<file path="config.mk">
export PLATFORM = sky130hd
export DESIGN_NAME = jtag_tap_core
export DESIGN_NICKNAME = d
export VERILOG_FILES = /design/src/rtl/jtag_tap_core.sv
export SDC_FILE = /design/constraint.sdc
export NUM_CORES = 1
export LEC_CHECK = 0
export CORE_MARGIN = 2
export CORE_UTILIZATION = 54
export DETAILED_ROUTE_END_ITERATION = 16
export GPL_TIMING_DRIVEN = 0
export PLACE_DENSITY = 0.83
export SLEW_MARGIN = 5
export SYNTH_ARGS = -nofsm -noshare
export SYNTH_HDL_FRONTEND = slang
export SYNTH_SLANG_ARGS = --single-unit
</file>
<file path="constraint.sdc">
create_clock -name TCK -period 2.6 [get_ports TCK]
set_input_delay 0.26 -clock TCK [delete_from_list [all_inputs] [get_ports TCK]]
set_output_delay 0.26 -clock TCK [all_outputs]
set_load 0.01 [all_outputs]
</file>
<file path="src/rtl/jtag_tap_core.sv">
// IEEE 1149.1-style TAP controller with IR, BYPASS, optional IDCODE (macro TAP_IDCODE_EN) and one user DR.
// Latency: STATE/IR/USER_DR registered on posedge TCK; TDO is combinational from current state and shift regs.
// Backpressure: none; TMS/TDI are consumed on every TCK edge, USER_UPD is a one-cycle unacknowledged pulse.
module jtag_tap_core #(
  parameter int unsigned IR_W       = 4,
  parameter int unsigned DR_W       = 8,
  parameter logic [31:0] IDCODE_VAL = 32'h1234_5001
) (
  input  logic            TCK,
  input  logic            TRST_N,
  input  logic            TMS,
  input  logic            TDI,
  input  logic [DR_W-1:0] USER_CAP,
  output logic            TDO,
  output logic            TDO_EN,
  output logic [3:0]      STATE,
  output logic [IR_W-1:0] IR,
  output logic [DR_W-1:0] USER_DR,
  output logic            USER_UPD
);

  typedef enum logic [3:0] {
    TLR      = 4'h0,
    RTI      = 4'h1,
    SEL_DR   = 4'h2,
    CAP_DR   = 4'h3,
    SHIFT_DR = 4'h4,
    EXIT1_DR = 4'h5,
    PAUSE_DR = 4'h6,
    EXIT2_DR = 4'h7,
    UPD_DR   = 4'h8,
    SEL_IR   = 4'h9,
    CAP_IR   = 4'hA,
    SHIFT_IR = 4'hB,
    EXIT1_IR = 4'hC,
    PAUSE_IR = 4'hD,
    EXIT2_IR = 4'hE,
    UPD_IR   = 4'hF
  } tap_state_e;

  localparam logic [IR_W-1:0] OP_IDCODE = IR_W'(1);
  localparam logic [IR_W-1:0] OP_USER   = IR_W'(2);
`ifdef TAP_IDCODE_EN
  localparam logic [IR_W-1:0] RST_IR    = OP_IDCODE;
`else
  localparam logic [IR_W-1:0] RST_IR    = '1;
`endif

  // IDCODE bit 0 is the mandatory 1149.1 marker; an illegal value shows up as this named scope
  if (IDCODE_VAL[0] != 1'b1) begin : g_idcode_lsb_not_set
  end

  tap_state_e      state_q, state_d;
  logic [IR_W-1:0] ir_q, ir_d;
  logic [IR_W-1:0] ir_sr_q, ir_sr_d;
  logic            byp_q, byp_d;
  logic [DR_W-1:0] usr_sr_q, usr_sr_d;
  logic [DR_W-1:0] user_dr_q, user_dr_d;
  logic            user_upd_q, user_upd_d;
  logic [IR_W:0]   ir_shift_w;
  logic [DR_W:0]   usr_shift_w;
  logic            sel_usr;
  logic            sel_id;
  logic            id_tdo;

  assign sel_usr     = (ir_q == OP_USER);
  assign ir_shift_w  = {TDI, ir_sr_q};
  assign usr_shift_w = {TDI, usr_sr_q};

`ifdef TAP_IDCODE_EN
  logic [31:0] id_sr_q, id_sr_d;

  assign sel_id = (ir_q == OP_IDCODE);
  assign id_tdo = id_sr_q[0];

  // IDCODE shift register: capture constant, shift right with TDI at the MSB, otherwise hold
  always_comb begin
    id_sr_d = id_sr_q;
    if (sel_id) begin
      if (state_q == CAP_DR) begin
        id_sr_d = IDCODE_VAL;
      end else if (state_q == SHIFT_DR) begin
        id_sr_d = {TDI, id_sr_q[31:1]};
      end
    end
  end

  // IDCODE register flop
  always_ff @(posedge TCK or negedge TRST_N) begin
    if (!TRST_N) begin
      id_sr_q <= '0;
    end else begin
      id_sr_q <= id_sr_d;
    end
  end
`else
  assign sel_id = 1'b0;
  assign id_tdo = 1'b0;
`endif

  // Standard 1149.1 next-state function on TMS
  always_comb begin
    state_d = state_q;
    unique case (state_q)
      TLR:      state_d = TMS ? TLR      : RTI;
      RTI:      state_d = TMS ? SEL_DR   : RTI;
      SEL_DR:   state_d = TMS ? SEL_IR   : CAP_DR;
      CAP_DR:   state_d = TMS ? EXIT1_DR : SHIFT_DR;
      SHIFT_DR: state_d = TMS ? EXIT1_DR : SHIFT_DR;
      EXIT1_DR: state_d = TMS ? UPD_DR   : PAUSE_DR;
      PAUSE_DR: state_d = TMS ? EXIT2_DR : PAUSE_DR;
      EXIT2_DR: state_d = TMS ? UPD_DR   : SHIFT_DR;
      UPD_DR:   state_d = TMS ? SEL_DR   : RTI;
      SEL_IR:   state_d = TMS ? TLR      : CAP_IR;
      CAP_IR:   state_d = TMS ? EXIT1_IR : SHIFT_IR;
      SHIFT_IR: state_d = TMS ? EXIT1_IR : SHIFT_IR;
      EXIT1_IR: state_d = TMS ? UPD_IR   : PAUSE_IR;
      PAUSE_IR: state_d = TMS ? EXIT2_IR : PAUSE_IR;
      EXIT2_IR: state_d = TMS ? UPD_IR   : SHIFT_IR;
      UPD_IR:   state_d = TMS ? SEL_DR   : RTI;
      default:  state_d = TLR;
    endcase
  end

  // Per-state datapath actions; anything not named by the current state holds its value
  always_comb begin
    ir_d       = ir_q;
    ir_sr_d    = ir_sr_q;
    byp_d      = byp_q;
    usr_sr_d   = usr_sr_q;
    user_dr_d  = user_dr_q;
    user_upd_d = 1'b0;
    case (state_q)
      TLR:      ir_d    = RST_IR;
      CAP_IR:   ir_sr_d = IR_W'(2'b01);
      SHIFT_IR: ir_sr_d = ir_shift_w[IR_W:1];
      UPD_IR:   ir_d    = ir_sr_q;
      CAP_DR: begin
        if (sel_usr) begin
          usr_sr_d = USER_CAP;
        end else if (!sel_id) begin
          byp_d = 1'b0;
        end
      end
      SHIFT_DR: begin
        if (sel_usr) begin
          usr_sr_d = usr_shift_w[DR_W:1];
        end else if (!sel_id) begin
          byp_d = TDI;
        end
      end
      UPD_DR: begin
        if (sel_usr) begin
          user_dr_d  = usr_sr_q;
          user_upd_d = 1'b1;
        end
      end
      default: ;
    endcase
  end

  // TAP state machine and its registered outputs
  always_ff @(posedge TCK or negedge TRST_N) begin
    if (!TRST_N) begin
      state_q    <= TLR;
      ir_q       <= RST_IR;
      ir_sr_q    <= '0;
      byp_q      <= 1'b0;
      usr_sr_q   <= '0;
      user_dr_q  <= '0;
      user_upd_q <= 1'b0;
    end else begin
      state_q    <= state_d;
      ir_q       <= ir_d;
      ir_sr_q    <= ir_sr_d;
      byp_q      <= byp_d;
      usr_sr_q   <= usr_sr_d;
      user_dr_q  <= user_dr_d;
      user_upd_q <= user_upd_d;
    end
  end

  // Serial output mux: LSB of whichever register is currently shifting
  always_comb begin
    TDO = 1'b0;
    if (state_q == SHIFT_IR) begin
      TDO = ir_sr_q[0];
    end else if (state_q == SHIFT_DR) begin
      if (sel_usr) begin
        TDO = usr_sr_q[0];
      end else if (sel_id) begin
        TDO = id_tdo;
      end else begin
        TDO = byp_q;
      end
    end
  end

  assign TDO_EN   = (state_q == SHIFT_DR) || (state_q == SHIFT_IR);
  assign STATE    = state_q;
  assign IR       = ir_q;
  assign USER_DR  = user_dr_q;
  assign USER_UPD = user_upd_q;

endmodule

</file>
==> summary.txt <==
Power and ir drop
  • Pleak: 0.8928 nW
  • Pwr/cell area: between 800 and 900 mW/mm^2
  • VDD IR max: 0.0007243 V

Critical path
  • CP top delay family: flip-flops
  • Crit path launch type: register
  • Buffers and inverters on the worst path: 1
  • R2R Setup Slk: roughly 0.7 ns
  • WP depth: 4
  • Slowest CP cell: dfstp_2
  • Worst reg-to-reg path cell count: 4
  • Critical Path Source: IR[1]
  • CP Capture Type: output pin
  • Critical-path cell list: or4b_4 -> mux2_2 -> a22o_1 -> dlygate4sd2_1
  • Worst path max stage delay: 0.56 ns
  • Worst Setup EP: TDO
  • CP Max Fanout: 5
  • Reg-to-Reg End: usr_sr_q[3]
  • Worst EP arrival: about 2.2 ns
  • WP data required: around 2.3 ns
  • CP Class: register to output pin
  • Reg2reg start: IR[1]

Synth
  • Synth area leaders: dfrtp_1 43%, mux2_2 18%, dfstp_2 6.9%, o21ai_0 3.6%, nor2_1 2.2%
  • Seq/Total Area, Yosys: 0.4963
  • Synth top area share: 0.4273
  • Syn. warnings: 0
  • Synth Register Bits: 30
  • Syn_area_per_cell: roughly 12 um^2
  • Synthesized area: between 0.0015 and 0.002 mm^2
  • Post-Syn Nets: 144
  • Gate Count Post-Synth: roughly 130
  • Cell accounting for the most synthesized area: dfrtp_1
  • Yosys cell types: 37

STA
  • Setup TNS: 0 ns
  • Slew Limit Fails: 0
  • Worst Max-Slew Pin Slew: about 0.66 ns
  • Final setup viols: 0
  • Post-layout minimum cycle time: between 2 and 2.5 ns
  • RSZ-0062 raised after global routing: no
  • Worst clock skew: 0.006496 ns
  • Fmax: between 400 and 500 MHz
  • Final Hold Fails: 0
  • Final period util: 0.9299
  • Max-slew headroom: 0.5617
  • Worst Hold Slack: a little under 0.5 ns

Job
  • Max-cap viol count: 0

Route
  • Drt drc: 0
  • Remaining antenna violation count: 0
  • Vias/cell: about 5.7
  • Via count: between 1000 and 1500
  • Wire per inst: around 15 um
  • Drt first pass iters: 4
  • DRT iter0 DRCs: 34
  • WL final: 3.043 mm

Clocking
  • CTS Buf Count: 5
  • Clock-pin slew on the worst setup and hold paths: 0.09 ns
  • Skew-Pair Late Insertion Delay: between 0.3 and 0.4 ns
  • CTS tree: done
  • # H-tree levels: 2
  • CTS root buffer: clkbuf_4
  • Max clock buf depth: 2
  • Clock sink total: 30

Global route
  • Initial antenna violation count: 0
  • First-pass GRT wire length: approximately 5.3 mm
  • GR Overflow Total: 0
  • Number of global-route vias before repair: around 1200
  • Largest net degree at the start of global routing: 31
  • Total GRT Usage: 0.2176

Hold path
  • HP Class: input port to async pin

Finish
  • Layout Utilization: 0.7170
  • Area grow syn2layout: 27.61%
  • Nets@finish: ~180
  • Final instance area: around 0.0019 mm^2
  • Share of layout cells above drive strength 1: 0.2948
  • # diodes: 0
  • Commonest non-fill, non-tap cell in the layout: clkdlybuf4s50_1
  • Most frequent cells in the layout: 28 x clkdlybuf4s50_1, 26 x dfrtp_1, 25 x mux2_2, 11 x o21ai_0, 9 x nor2_1

Floorplanning
  • Initial core utilization: 0.5619
  • Std-Cell Core Area: about 0.0027 mm^2
  • Num rows: 19
  • I/O Pins: 31
  • Die height: 57.10 um
  • Die area: between 0.003 and 0.004 mm^2
  • Die outline width: roughly 57 um

Place
  • Cell Area, Placed: 0.001862 mm^2
  • DP HPWL: 2.213 mm
  • IO buf count: 30
  • GP Congestion: approximately 0.81

Run status
  • Status: finished, final reports clean
## repair_timing
action,4_1_cts,5_1_grt
gates resized for setup,1,1
buffers inserted,0,2
hold endpoints to repair,0,12
endpoints found under the setup margin,1,1
pin swaps,0,1
hold buffers,0,1
## sequential cells by signal, indices dropped and copies added, names as in the netlist
register and count:
IR 4, STATE 4, USER_DR 8, USER_UPD 1
byp_q 1, ir_sr_q 4, usr_sr_q 8
## Yosys cell counts (all sizes together)
cell type / number
a31o: 1
a22oi: 4
o211ai: 1
nand2: 7
or4b: 1
nor4bb: 1
nor2b: 2
a22o: 1
inv: 3
nand3b: 2
o21ai: 11
nand3: 3
a32o: 1
a221oi: 1
buf: 6
nor4b: 1
nor3: 2
nor3b: 1
dfrtp: 26
o21ba: 1
and3b: 1
or2: 1
mux2: 25
clkbuf: 5
nor2: 9
o221ai: 2
a21oi: 3
and4: 1
nand4b: 1
dfstp: 4
nand2b: 1
a211oi: 2
xor2: 1
## per-stage QoR
step | cells | worst slack (ns) | power (W)
after detailed placement | 193 | 0.3244 | 0.001400
after global placement | 193 | 0.3498 | 0.001368
after global routing | 204 | 0.07453 | 0.001811
after CTS | 201 | 0.05614 | 0.001684
after floorplan | 132 | 0.7470 | 0.001141
final | 204 | 0.1822 | 0.001693
## cells by family after synthesis
kind of cell,after synthesis,synth area share
AOI/OAI and AO/OA,28,0.1224
xor gates and xnor gates,1,0.005753
buffers and inverters,14,0.04518
DFF,30,0.4963
muxes,25,0.1849
and+or+nand+nor,34,0.1454
## worst register-to-register path: cells and delay by family (launching register included)
family | cells | cell delay [ns]
flops | 1 | 0.56
simple gates | 1 | 0.50
compound gates | 1 | 0.27
buf+inv | 1 | 0.13
mux | 1 | 0.34
## layout make-up
| type | instances | area (um^2) |
|---|---|---|
| inverters | 3 | 11.26 |
| flip-flops and latches | 30 | 755.7 |
| clock buffers | 7 | 55.05 |
| multi-input cells | 88 | 698.2 |
| clock inverters | 1 | 5.005 |
| plain buffers | 11 | 60.06 |
| repair buffers | 33 | 319.1 |
| well taps | 31 | 38.79 |
| fillers | 202 | 767.0 |
## worst min path at each step
stage	from	to	slack [ns]	depth (start not counted)
final	TRST_N	byp_q	0.49	2
after CTS	byp_q	byp_q	0.51	1
after global routing	byp_q	byp_q	0.54	1
after detailed placement	byp_q	byp_q	0.49	1
after global placement	byp_q	byp_q	0.47	1
after floorplan	TRST_N	STATE[0]	-0.04	0
## metal layers
| metal | vias to the layer above | global-route usage | share of wire |
|---|---|---|---|
| li1 | 564 | - | - |
| met1 | 565 | 0.2844 | 0.44 |
| met2 | 32 | 0.3366 | 0.49 |
| met3 | 7 | 0.07029 | 0.045 |
| met4 | 0 | 0.08970 | 0.023 |
| met5 | - | 0 | 0 |
## where the power goes
part / internal [W] / switching (W)
Sequential: 0.000569 / 0.0000603
Clock: 0.000131 / 0.000150
Combinational: 0.000371 / 0.000411
No activity file was read; power rests on OpenSTA's default activity.
